--- src/rtl/multicycle_ctrl_if.sv ---
// rtl/multicycle_ctrl_if.sv - controller-to-datapath signal bundle for the multicycle RV32I core
interface multicycle_ctrl_if #(
  parameter int ALUCTRL_WIDTH = 4,
  parameter int DATA_WIDTH    = 32
);
  logic [DATA_WIDTH-1:0]    Instr;
  logic                     ZERO;
  logic                     MemReady;
  logic [ALUCTRL_WIDTH-1:0] ALUCtrl;
  logic [1:0]               ALUSrcA;
  logic [1:0]               ALUSrcB;
  logic [1:0]               ResultSrc;
  logic [2:0]               ImmSrc;
  logic                     AdrSrc;
  logic                     PCWrite;
  logic                     IRWrite;
  logic                     RegWrite;
  logic                     MemWrite;
  logic                     MemRead;
  logic                     InstrDone;
  logic                     Illegal;

  // Controller side: consumes instruction, ALU flag and memory handshake.
  modport master (
    input  Instr, ZERO, MemReady,
    output ALUCtrl, ALUSrcA, ALUSrcB, ResultSrc, ImmSrc, AdrSrc,
           PCWrite, IRWrite, RegWrite, MemWrite, MemRead, InstrDone, Illegal
  );

  // Datapath side: supplies instruction, ALU flag and memory handshake.
  modport slave (
    output Instr, ZERO, MemReady,
    input  ALUCtrl, ALUSrcA, ALUSrcB, ResultSrc, ImmSrc, AdrSrc,
           PCWrite, IRWrite, RegWrite, MemWrite, MemRead, InstrDone, Illegal
  );
endinterface

--- src/rtl/multicycle_ctrl.sv ---
// rtl/multicycle_ctrl.sv - Moore control FSM sequencing the multicycle RV32I datapath
module multicycle_ctrl #(
  parameter int ALUCTRL_WIDTH = 4,
  parameter int DATA_WIDTH    = 32
) (
  input  logic               clk,
  input  logic               rst,
  multicycle_ctrl_if.master  bus
);

  localparam logic [3:0] ALU_ADD  = 4'b0000;
  localparam logic [3:0] ALU_SUB  = 4'b1000;
  localparam logic [3:0] ALU_SLT  = 4'b0010;
  localparam logic [3:0] ALU_SLTU = 4'b0011;

  localparam logic [6:0] OP_R      = 7'b0110011;
  localparam logic [6:0] OP_I      = 7'b0010011;
  localparam logic [6:0] OP_LOAD   = 7'b0000011;
  localparam logic [6:0] OP_STORE  = 7'b0100011;
  localparam logic [6:0] OP_BRANCH = 7'b1100011;
  localparam logic [6:0] OP_JAL    = 7'b1101111;
  localparam logic [6:0] OP_LUI    = 7'b0110111;

  localparam logic [1:0] SRCA_PC    = 2'b00;
  localparam logic [1:0] SRCA_OLDPC = 2'b01;
  localparam logic [1:0] SRCA_RS1   = 2'b10;
  localparam logic [1:0] SRCA_ZERO  = 2'b11;
  localparam logic [1:0] SRCB_RS2   = 2'b00;
  localparam logic [1:0] SRCB_IMM   = 2'b01;
  localparam logic [1:0] SRCB_FOUR  = 2'b10;
  localparam logic [1:0] RES_ALUOUT = 2'b00;
  localparam logic [1:0] RES_RDATA  = 2'b01;
  localparam logic [1:0] RES_ALU    = 2'b10;

  localparam logic [2:0] IMM_I = 3'b000;
  localparam logic [2:0] IMM_S = 3'b001;
  localparam logic [2:0] IMM_B = 3'b010;
  localparam logic [2:0] IMM_J = 3'b011;
  localparam logic [2:0] IMM_U = 3'b100;

  typedef enum logic [3:0] {
    S_FETCH,
    S_DECODE,
    S_EXEC_R,
    S_EXEC_I,
    S_MEM_ADDR,
    S_MEM_RD,
    S_MEM_WB,
    S_MEM_WR,
    S_ALU_WB,
    S_BRANCH,
    S_JAL,
    S_LUI,
    S_TRAP
  } state_t;

  state_t state;
  state_t state_nxt;

  logic [DATA_WIDTH-1:0] instr;
  logic [6:0]            opcode;
  logic [2:0]            funct3;
  logic [6:0]            funct7;
  logic                  instr_unused;

  assign instr        = bus.Instr;
  assign opcode       = instr[6:0];
  assign funct3       = instr[14:12];
  assign funct7       = instr[31:25];
  // Register and destination fields are routed by the datapath, not decoded here.
  assign instr_unused = ^{instr[24:15], instr[11:7]};

  logic       r_legal;
  logic       i_legal;
  logic       b_legal;
  logic       mem_legal;
  logic       is_store;
  logic       br_taken;
  logic [3:0] alu_r;
  logic [3:0] alu_i;
  logic [3:0] alu_br;
  logic [2:0] imm_dec;

  // Only SUB and SRA use the alternate funct7; SLLI needs a clean upper field.
  assign r_legal   = (funct7 == 7'b0000000) ||
                     ((funct7 == 7'b0100000) && ((funct3 == 3'b000) || (funct3 == 3'b101)));
  assign i_legal   = (funct3 != 3'b001) || (funct7 == 7'b0000000);
  assign b_legal   = (funct3[2:1] != 2'b01);
  assign mem_legal = (funct3 == 3'b010);
  assign is_store  = (opcode == OP_STORE);

  // Instr[30] selects SUB/SRA for R-type; for immediates it only means SRAI.
  assign alu_r  = {instr[30], funct3};
  assign alu_i  = {(funct3 == 3'b101) & instr[30], funct3};
  assign alu_br = funct3[2] ? (funct3[1] ? ALU_SLTU : ALU_SLT) : ALU_SUB;

  // BNE, BLT and BLTU take when the compare result is non-zero; the rest on zero.
  assign br_taken = bus.ZERO ^ (funct3[0] ^ funct3[2]);

  // Immediate format needed by the target/offset add in DECODE.
  always_comb begin
    imm_dec = IMM_I;
    case (opcode)
      OP_STORE:  imm_dec = IMM_S;
      OP_BRANCH: imm_dec = IMM_B;
      OP_JAL:    imm_dec = IMM_J;
      OP_LUI:    imm_dec = IMM_U;
      default:   imm_dec = IMM_I;
    endcase
  end

  logic [3:0] alu_ctrl;
  logic [1:0] src_a;
  logic [1:0] src_b;
  logic [1:0] res_src;
  logic [2:0] imm_src;
  logic       adr_src;
  logic       pc_write;
  logic       ir_write;
  logic       reg_write;
  logic       mem_write;
  logic       mem_read;
  logic       instr_done;
  logic       illegal;

  // State register; reset always restarts at instruction fetch.
  always_ff @(posedge clk) begin
    if (rst) begin
      state <= S_FETCH;
    end else begin
      state <= state_nxt;
    end
  end

  // Per-state datapath controls and next-state selection, squashed while in reset.
  always_comb begin
    state_nxt  = state;
    alu_ctrl   = ALU_ADD;
    src_a      = SRCA_PC;
    src_b      = SRCB_RS2;
    res_src    = RES_ALUOUT;
    imm_src    = IMM_I;
    adr_src    = 1'b0;
    pc_write   = 1'b0;
    ir_write   = 1'b0;
    reg_write  = 1'b0;
    mem_write  = 1'b0;
    mem_read   = 1'b0;
    instr_done = 1'b0;
    illegal    = 1'b0;

    case (state)
      S_FETCH: begin
        mem_read = 1'b1;
        src_a    = SRCA_PC;
        src_b    = SRCB_FOUR;
        res_src  = RES_ALU;
        ir_write = bus.MemReady;
        pc_write = bus.MemReady;
        if (bus.MemReady) begin
          state_nxt = S_DECODE;
        end
      end

      S_DECODE: begin
        src_a   = SRCA_OLDPC;
        src_b   = SRCB_IMM;
        imm_src = imm_dec;
        case (opcode)
          OP_R:              state_nxt = r_legal ? S_EXEC_R : S_TRAP;
          OP_I:              state_nxt = i_legal ? S_EXEC_I : S_TRAP;
          OP_LOAD, OP_STORE: state_nxt = S_MEM_ADDR;
          OP_BRANCH:         state_nxt = b_legal ? S_BRANCH : S_TRAP;
          OP_JAL:            state_nxt = S_JAL;
          OP_LUI:            state_nxt = S_LUI;
          default:           state_nxt = S_TRAP;
        endcase
      end

      S_EXEC_R: begin
        src_a     = SRCA_RS1;
        src_b     = SRCB_RS2;
        alu_ctrl  = alu_r;
        state_nxt = S_ALU_WB;
      end

      S_EXEC_I: begin
        src_a     = SRCA_RS1;
        src_b     = SRCB_IMM;
        imm_src   = IMM_I;
        alu_ctrl  = alu_i;
        state_nxt = S_ALU_WB;
      end

      S_ALU_WB: begin
        res_src    = RES_ALUOUT;
        reg_write  = 1'b1;
        instr_done = 1'b1;
        state_nxt  = S_FETCH;
      end

      S_MEM_ADDR: begin
        src_a   = SRCA_RS1;
        src_b   = SRCB_IMM;
        imm_src = is_store ? IMM_S : IMM_I;
        if (!mem_legal) begin
          state_nxt = S_TRAP;
        end else if (is_store) begin
          state_nxt = S_MEM_WR;
        end else begin
          state_nxt = S_MEM_RD;
        end
      end

      S_MEM_RD: begin
        adr_src  = 1'b1;
        mem_read = 1'b1;
        if (bus.MemReady) begin
          state_nxt = S_MEM_WB;
        end
      end

      S_MEM_WB: begin
        res_src    = RES_RDATA;
        reg_write  = 1'b1;
        instr_done = 1'b1;
        state_nxt  = S_FETCH;
      end

      S_MEM_WR: begin
        adr_src    = 1'b1;
        mem_write  = 1'b1;
        instr_done = bus.MemReady;
        if (bus.MemReady) begin
          state_nxt = S_FETCH;
        end
      end

      S_BRANCH: begin
        src_a      = SRCA_RS1;
        src_b      = SRCB_RS2;
        res_src    = RES_ALUOUT;
        alu_ctrl   = alu_br;
        pc_write   = br_taken;
        instr_done = 1'b1;
        state_nxt  = S_FETCH;
      end

      S_JAL: begin
        // Jump target from DECODE sits in ALUOut; the link value OldPC+4 is computed alongside.
        pc_write  = 1'b1;
        res_src   = RES_ALUOUT;
        src_a     = SRCA_OLDPC;
        src_b     = SRCB_FOUR;
        state_nxt = S_ALU_WB;
      end

      S_LUI: begin
        src_a     = SRCA_ZERO;
        src_b     = SRCB_IMM;
        imm_src   = IMM_U;
        state_nxt = S_ALU_WB;
      end

      S_TRAP: begin
        illegal = 1'b1;
      end

      default: begin
        state_nxt = S_FETCH;
      end
    endcase

    if (rst) begin
      alu_ctrl   = ALU_ADD;
      src_a      = SRCA_PC;
      src_b      = SRCB_RS2;
      res_src    = RES_ALUOUT;
      imm_src    = IMM_I;
      adr_src    = 1'b0;
      pc_write   = 1'b0;
      ir_write   = 1'b0;
      reg_write  = 1'b0;
      mem_write  = 1'b0;
      mem_read   = 1'b0;
      instr_done = 1'b0;
      illegal    = 1'b0;
    end
  end

  assign bus.ALUCtrl   = ALUCTRL_WIDTH'(alu_ctrl);
  assign bus.ALUSrcA   = src_a;
  assign bus.ALUSrcB   = src_b;
  assign bus.ResultSrc = res_src;
  assign bus.ImmSrc    = imm_src;
  assign bus.AdrSrc    = adr_src;
  assign bus.PCWrite   = pc_write;
  assign bus.IRWrite   = ir_write;
  assign bus.RegWrite  = reg_write;
  assign bus.MemWrite  = mem_write;
  assign bus.MemRead   = mem_read;
  assign bus.InstrDone = instr_done;
  assign bus.Illegal   = illegal;

endmodule

--- src/flat_wrapper.sv ---
// flat-port wrapper written by rule: the top's interface ports become plain ports
module multicycle_ctrl_flat 
#(
  parameter int ALUCTRL_WIDTH = 4,
  parameter int DATA_WIDTH    = 32
)
  (clk, rst, bus_Instr, bus_ZERO, bus_MemReady, bus_ALUCtrl, bus_ALUSrcA, bus_ALUSrcB, bus_ResultSrc, bus_ImmSrc, bus_AdrSrc, bus_PCWrite, bus_IRWrite, bus_RegWrite, bus_MemWrite, bus_MemRead, bus_InstrDone, bus_Illegal);
  multicycle_ctrl_if #(.ALUCTRL_WIDTH(ALUCTRL_WIDTH), .DATA_WIDTH(DATA_WIDTH)) bus_i ();
  input  logic clk;
  input  logic rst;
  input wire logic [$bits(bus_i.Instr)-1:0] bus_Instr;
  input wire logic [$bits(bus_i.ZERO)-1:0] bus_ZERO;
  input wire logic [$bits(bus_i.MemReady)-1:0] bus_MemReady;
  output wire logic [$bits(bus_i.ALUCtrl)-1:0] bus_ALUCtrl;
  output wire logic [$bits(bus_i.ALUSrcA)-1:0] bus_ALUSrcA;
  output wire logic [$bits(bus_i.ALUSrcB)-1:0] bus_ALUSrcB;
  output wire logic [$bits(bus_i.ResultSrc)-1:0] bus_ResultSrc;
  output wire logic [$bits(bus_i.ImmSrc)-1:0] bus_ImmSrc;
  output wire logic [$bits(bus_i.AdrSrc)-1:0] bus_AdrSrc;
  output wire logic [$bits(bus_i.PCWrite)-1:0] bus_PCWrite;
  output wire logic [$bits(bus_i.IRWrite)-1:0] bus_IRWrite;
  output wire logic [$bits(bus_i.RegWrite)-1:0] bus_RegWrite;
  output wire logic [$bits(bus_i.MemWrite)-1:0] bus_MemWrite;
  output wire logic [$bits(bus_i.MemRead)-1:0] bus_MemRead;
  output wire logic [$bits(bus_i.InstrDone)-1:0] bus_InstrDone;
  output wire logic [$bits(bus_i.Illegal)-1:0] bus_Illegal;
  assign bus_i.Instr = bus_Instr;
  assign bus_i.ZERO = bus_ZERO;
  assign bus_i.MemReady = bus_MemReady;
  assign bus_ALUCtrl = bus_i.ALUCtrl;
  assign bus_ALUSrcA = bus_i.ALUSrcA;
  assign bus_ALUSrcB = bus_i.ALUSrcB;
  assign bus_ResultSrc = bus_i.ResultSrc;
  assign bus_ImmSrc = bus_i.ImmSrc;
  assign bus_AdrSrc = bus_i.AdrSrc;
  assign bus_PCWrite = bus_i.PCWrite;
  assign bus_IRWrite = bus_i.IRWrite;
  assign bus_RegWrite = bus_i.RegWrite;
  assign bus_MemWrite = bus_i.MemWrite;
  assign bus_MemRead = bus_i.MemRead;
  assign bus_InstrDone = bus_i.InstrDone;
  assign bus_Illegal = bus_i.Illegal;
  multicycle_ctrl #(.ALUCTRL_WIDTH(ALUCTRL_WIDTH), .DATA_WIDTH(DATA_WIDTH)) u_core (.clk(clk), .rst(rst), .bus(bus_i));
endmodule
--- config.mk ---
export PLATFORM = sky130hd
export DESIGN_NAME = multicycle_ctrl_flat
export DESIGN_NICKNAME = d
export VERILOG_FILES = /design/src/rtl/multicycle_ctrl_if.sv /design/src/rtl/multicycle_ctrl.sv /design/src/flat_wrapper.sv
export SDC_FILE = /design/constraint.sdc
export NUM_CORES = 1
export LEC_CHECK = 0
export CORE_UTILIZATION = 36
export DETAILED_ROUTE_END_ITERATION = 7
export HOLD_SLACK_MARGIN = 0.06
export PLACE_DENSITY_LB_ADDON = 0.1
export SLEW_MARGIN = 20
export SYNTH_ARGS = -nofsm -noshare
export SYNTH_HDL_FRONTEND = slang
export SYNTH_SLANG_ARGS = --single-unit
--- constraint.sdc ---
create_clock -name clk -period 1.7 [get_ports clk]
set_clock_uncertainty 0.05 [all_clocks]
set_input_delay 0.255 -clock clk [delete_from_list [all_inputs] [get_ports clk]]
set_output_delay 0.255 -clock clk [all_outputs]
set_load 0.005 [all_outputs]
==> metrics.csv, run 1 <==
metric,value,unit
CTS root buffer,clkbuf_4,
cts hold-fix bufs,0,
post-detail-place hpwl,2879,microns
clock sinks,4,
kind of the worst endpoint,sequential cell input,
Starting Density,0.3898,
status,did not finish,
Synthesized Nets,176,
sequential share of the synthesized area,0.09027,
most frequent cells after synthesis,"nor2_1, nor3_1, a21oi_1, nand2_1",
# H-tree levels,1,
GRT Residual Overflow,6,
top-count cell post-synth,nor2_1,
Halt Stage,global routing,
Post-Syn Area per Cell,6.336,sq um
synthesized area,887.1,sq um
cell taking the most area after synthesis,dfxtp_1,
Yosys reg bits,4,
Max clock buf depth,2,
main flop type after synthesis,dfxtp_1,
Run Error,[ERROR GRT-0232] Routing congestion too high. Check the congestion heatmap in the GUI.,
"top cells by area, synth","dfxtp_1, nor3_1, nor2_1, a21oi_1, nand2_1",
post-GRT worst EP,u_core.state[3]$_SDFFE_PP0P_/D,
PortBufs,41,
row count,17,
Post-Synthesis Cells,140,
Post-synth EDFFs,0,
GPL Wtd Cong,0.8905,
synth unique cells,45,
Overall Global Routing Usage,0.6258,
Die H,51.64,microns
largest net degree at the start of global routing,9,
TritonCTS Buffers,3,
die width,51.64,microns
io pins,57,
post-synth top area share,0.09027,
"Async S/R FF share, synth",0,
Yosys Warn Count,0,
## per-stage QoR
step / hold slack [ns] / instances / setup slack, ns / TNS, ns / area, sq um
floorplan: 0.4123 / 140 / 0.1471 / 0 / 887.1
global placement: 0.8157 / 250 / -0.6485 / -9.782 / 1670
detailed placement: 0.8079 / 250 / -0.6546 / -10.26 / 1670
CTS: 0.6158 / 272 / -0.1415 / -0.9483 / 2052
## layer usage
metal / GRT usage / GRT overflow
met5: 0 / 0
met4: 0.6261 / 5
met3: 0.4240 / 0
met2: 0.8593 / 0
met1: 0.6035 / 1
## logic make-up after synthesis
group	Yosys count	synth area share
buf+inv	13	0.07334
simple gates	82	0.5219
xor+xnor	3	0.02962
flops	4	0.09027
compound gates	38	0.2849
## what timing repair did
action,in CTS
buffers inserted,19
pin swaps,26
setup endpoints to repair,25
gates resized for setup,168
==> run 2: changes to the inputs <==
--- a/config.mk
+++ b/config.mk
@@ -5,10 +5,10 @@
 export SDC_FILE = /design/constraint.sdc
 export NUM_CORES = 1
 export LEC_CHECK = 0
-export CORE_UTILIZATION = 36
+export CORE_AREA = 2 2 63 65
 export DETAILED_ROUTE_END_ITERATION = 7
-export HOLD_SLACK_MARGIN = 0.06
-export PLACE_DENSITY_LB_ADDON = 0.1
+export DIE_AREA = 0 0 65 67
+export PLACE_DENSITY_LB_ADDON = 0.15
 export SLEW_MARGIN = 20
 export SYNTH_ARGS = -nofsm -noshare
 export SYNTH_HDL_FRONTEND = slang
==> run 2 against run 1 <==
The flow now finishes, with violations (setup timing). Synthesized area is the same. Synthesized cell count unchanged.
==> metrics.csv, run 2 <==
metric,value,unit
# setup viols final,7,
crit path time final,1.783,ns
die width,65,microns
TritonCTS Buffers,3,
Post-Synthesis Cells,140,
Die H,67,microns
CTS root buffer,clkbuf_8,
Routed Wire Length,4486,microns
# H-tree levels,1,
"leading cell type in the layout, fill and taps excluded",buf_4,
arrival time at the worst endpoint,1.48,ns
io pins,57,
failing checks,setup timing,
post-detail-place hpwl,3201,microns
Residual DRC,0,
RR Endpoint,u_core.state[3],
Max Cap Viol,0,
Crit Path Category,register to output pin,
sequential share of the synthesized area,0.09027,
post-route ant nets,0,
Routed WL per cell,14.56,microns
Least-Margin Pin Slew,0.2865,ns
pre-CTS setup slack,-0.6547,ns
Worst Setup EP,bus_ALUCtrl[0],
synthesized area,887.1,sq um
Pleak,0.9920,nW
register share of total power,0.105,
Synthesized Nets,176,
crit path launch type,register,
largest net degree at the start of global routing,9,
number of global-route vias before repair,1620,
Pwr Density,943.1,nW/um^2
Layout area overhead,152.8,%
max-slew violations,0,
worst path cell trace,"buf_6, nor2_2, a21oi_2, or3_4, nor2_1, buf_2",
clock network power share,0.093,
top-count cell post-synth,nor2_1,
Crit Reg-Reg Startpoint,u_core.state[1],
GRT Residual Overflow,0,
Max-slew headroom,0.8077,
Die ar.,4355,sq um
status,finished with violations,
vias,1519,
Max Fclk,0.5608,GHz
fin worst setup slack,-0.08314,ns
Post-Syn Area per Cell,6.336,sq um
"commonest cells after routing, fill and taps aside","buf_4, buf_6, buf_2",
DR vias/cell,4.932,
Yosys reg bits,4,
"top cells by area, synth","dfxtp_1, nor3_1, nor2_1, a21oi_1, nand2_1",
CTS tree,built,
Final nets,298,
Post-synth EDFFs,0,
number of inserted diodes,0,
GPL Wtd Cong,0.8272,
Critical Path RT,1.39,ns
critical path depth,6,
Register-to-Register Path Depth,7,
Starting Density,0.2460,
"Async S/R FF share, synth",0,
cts hold-fix bufs,0,
layout cells sized above 1,0.6423,
top flop regs,u_core.state: 4 flops,
Comb power frac,0.802,
register area,95.09,sq um
cell taking the most area after synthesis,dfxtp_1,
Worst path max stage delay,0.39,ns
Largest Register,u_core.state,
CTS clock-pin slew for the worst setup and hold paths,0.03,ns
Overall Global Routing Usage,0.2127,
worst vdd ir,0.4164,mV
latest clock arrival within the worst-skew pair,0.21,ns
Worst Setup SP,u_core.state[1],
CP Buf/Inv Count,2,
Final Hold Vio Count,0,
r2r setup slk,-0.03,ns
clock sinks,4,
core area,3606,sq um
synth unique cells,45,
most frequent cells after synthesis,"nor2_1, nor3_1, a21oi_1, nand2_1",
hold_sp,rst,
final worst path period share,1.049,
Multi-input gate area,999.7,sq um
Max clock buf depth,2,
Pint,1.265,mW
FILL cells,340,
Pre-antenna DRT Iters,4,
crit-path max FO,6,
first-pass GRT wire length,7307,microns
post-synth top area share,0.09027,
PortBufs,41,
main flop type after synthesis,dfxtp_1,
CP endpoint kind,output pin,
row count,22,
number of flip-flops in the largest register,4,
initial antenna violation count,0,
net switching power,0.8498,mW
Tot Pwr,2.114,mW
Min Hold Slack,0.5397,ns
switch share,0.4019,
unrepaired setup endpoints after global routing,yes,
initial DRC count,65,
Top delay family on crit path,simple AND/OR/NAND/NOR gates,
"Max stage delay cell, worst path",or3_4,
class of the worst hold path,input pin to register,
Yosys Warn Count,0,
-- run 2: routing by layer --
metal,GRT usage,part of all wire
met5,0,0
met4,0.04255,0.0042
met3,0.01014,0.029
met2,0.4407,0.56
met1,0.2352,0.40
-- run 2: cell type report --
class	count	share of cell area
Inverter	4	0.007813
Tap cell	48	0.02679
Multi-Input combinational cell	123	0.4459
Sequential cell	4	0.04241
Clock buffer	3	0.01842
Timing Repair Buffer	126	0.4587
-- run 2: power by group through the flow --
stage	registers, mW	logic, mW	clock network (mW)
2_1_floorplan	0.147	0.524	0
3_3_place_gp	0.183	1.25	0
3_5_place_dp	0.182	1.25	0
4_1_cts	0.219	1.49	0.197
5_1_grt	0.227	1.82	0.211
6_report	0.222	1.70	0.196
-- run 2: cells by family after synthesis --
logic type,synth area share
buffers and inverters,0.07334
XOR/XNOR,0.02962
AO/OA/AOI/OAI,0.2849
AND/OR/NAND/NOR,0.5219
flip-flops,0.09027
-- run 2: how the worst min path moves through the flow --
stage,endpoint,slack [ns],depth (start not counted)
after floorplan,u_core.state[0],0.41,2
after global placement,u_core.state[1],0.66,3
after detailed placement,u_core.state[1],0.66,3
after CTS,u_core.state[2],0.54,3
after global routing,u_core.state[2],0.56,3
final,u_core.state[2],0.54,3
-- run 2: what timing repair did --
action	4_1_cts	5_1_grt
resized for setup	152	35
pin swaps	26	20
setup buffers	16	10
endpoints found under the setup margin	25	21
-- run 2: worst min-delay path, delay by kind of cell --
family                 cells  cell delay (ns)
buffers and inverters      2             0.45
AOI/OAI and AO/OA          1             0.05
-- run 2: stage by stage --
| step | cells | utilization | cell area, sq um | TNS [ns] |
|---|---|---|---|---|
| finish | 308 | 0.6218 | 2242 | -0.2950 |
| detailed placement | 281 | 0.4896 | 1765 | -10.14 |
| global placement | 281 | 0.4896 | 1765 | -9.853 |
| global route | 308 | 0.6218 | 2242 | -0.8822 |
| floorplan | 140 | - | 887.1 | 0 |
| CTS | 299 | 0.5829 | 2102 | -0.1977 |
Note: power is estimated with default switching activity, not from simulation.
==> run 3: changes to the inputs <==
--- a/config.mk
+++ b/config.mk
@@ -6,6 +6,7 @@
 export NUM_CORES = 1
 export LEC_CHECK = 0
 export CORE_AREA = 2 2 63 65
+export CTS_CLUSTER_SIZE = 10
 export DETAILED_ROUTE_END_ITERATION = 7
 export DIE_AREA = 0 0 65 67
 export PLACE_DENSITY_LB_ADDON = 0.15
==> results of run 3 <==
Same layout as run 2: the final DEF is identical, and so are final timing and power.
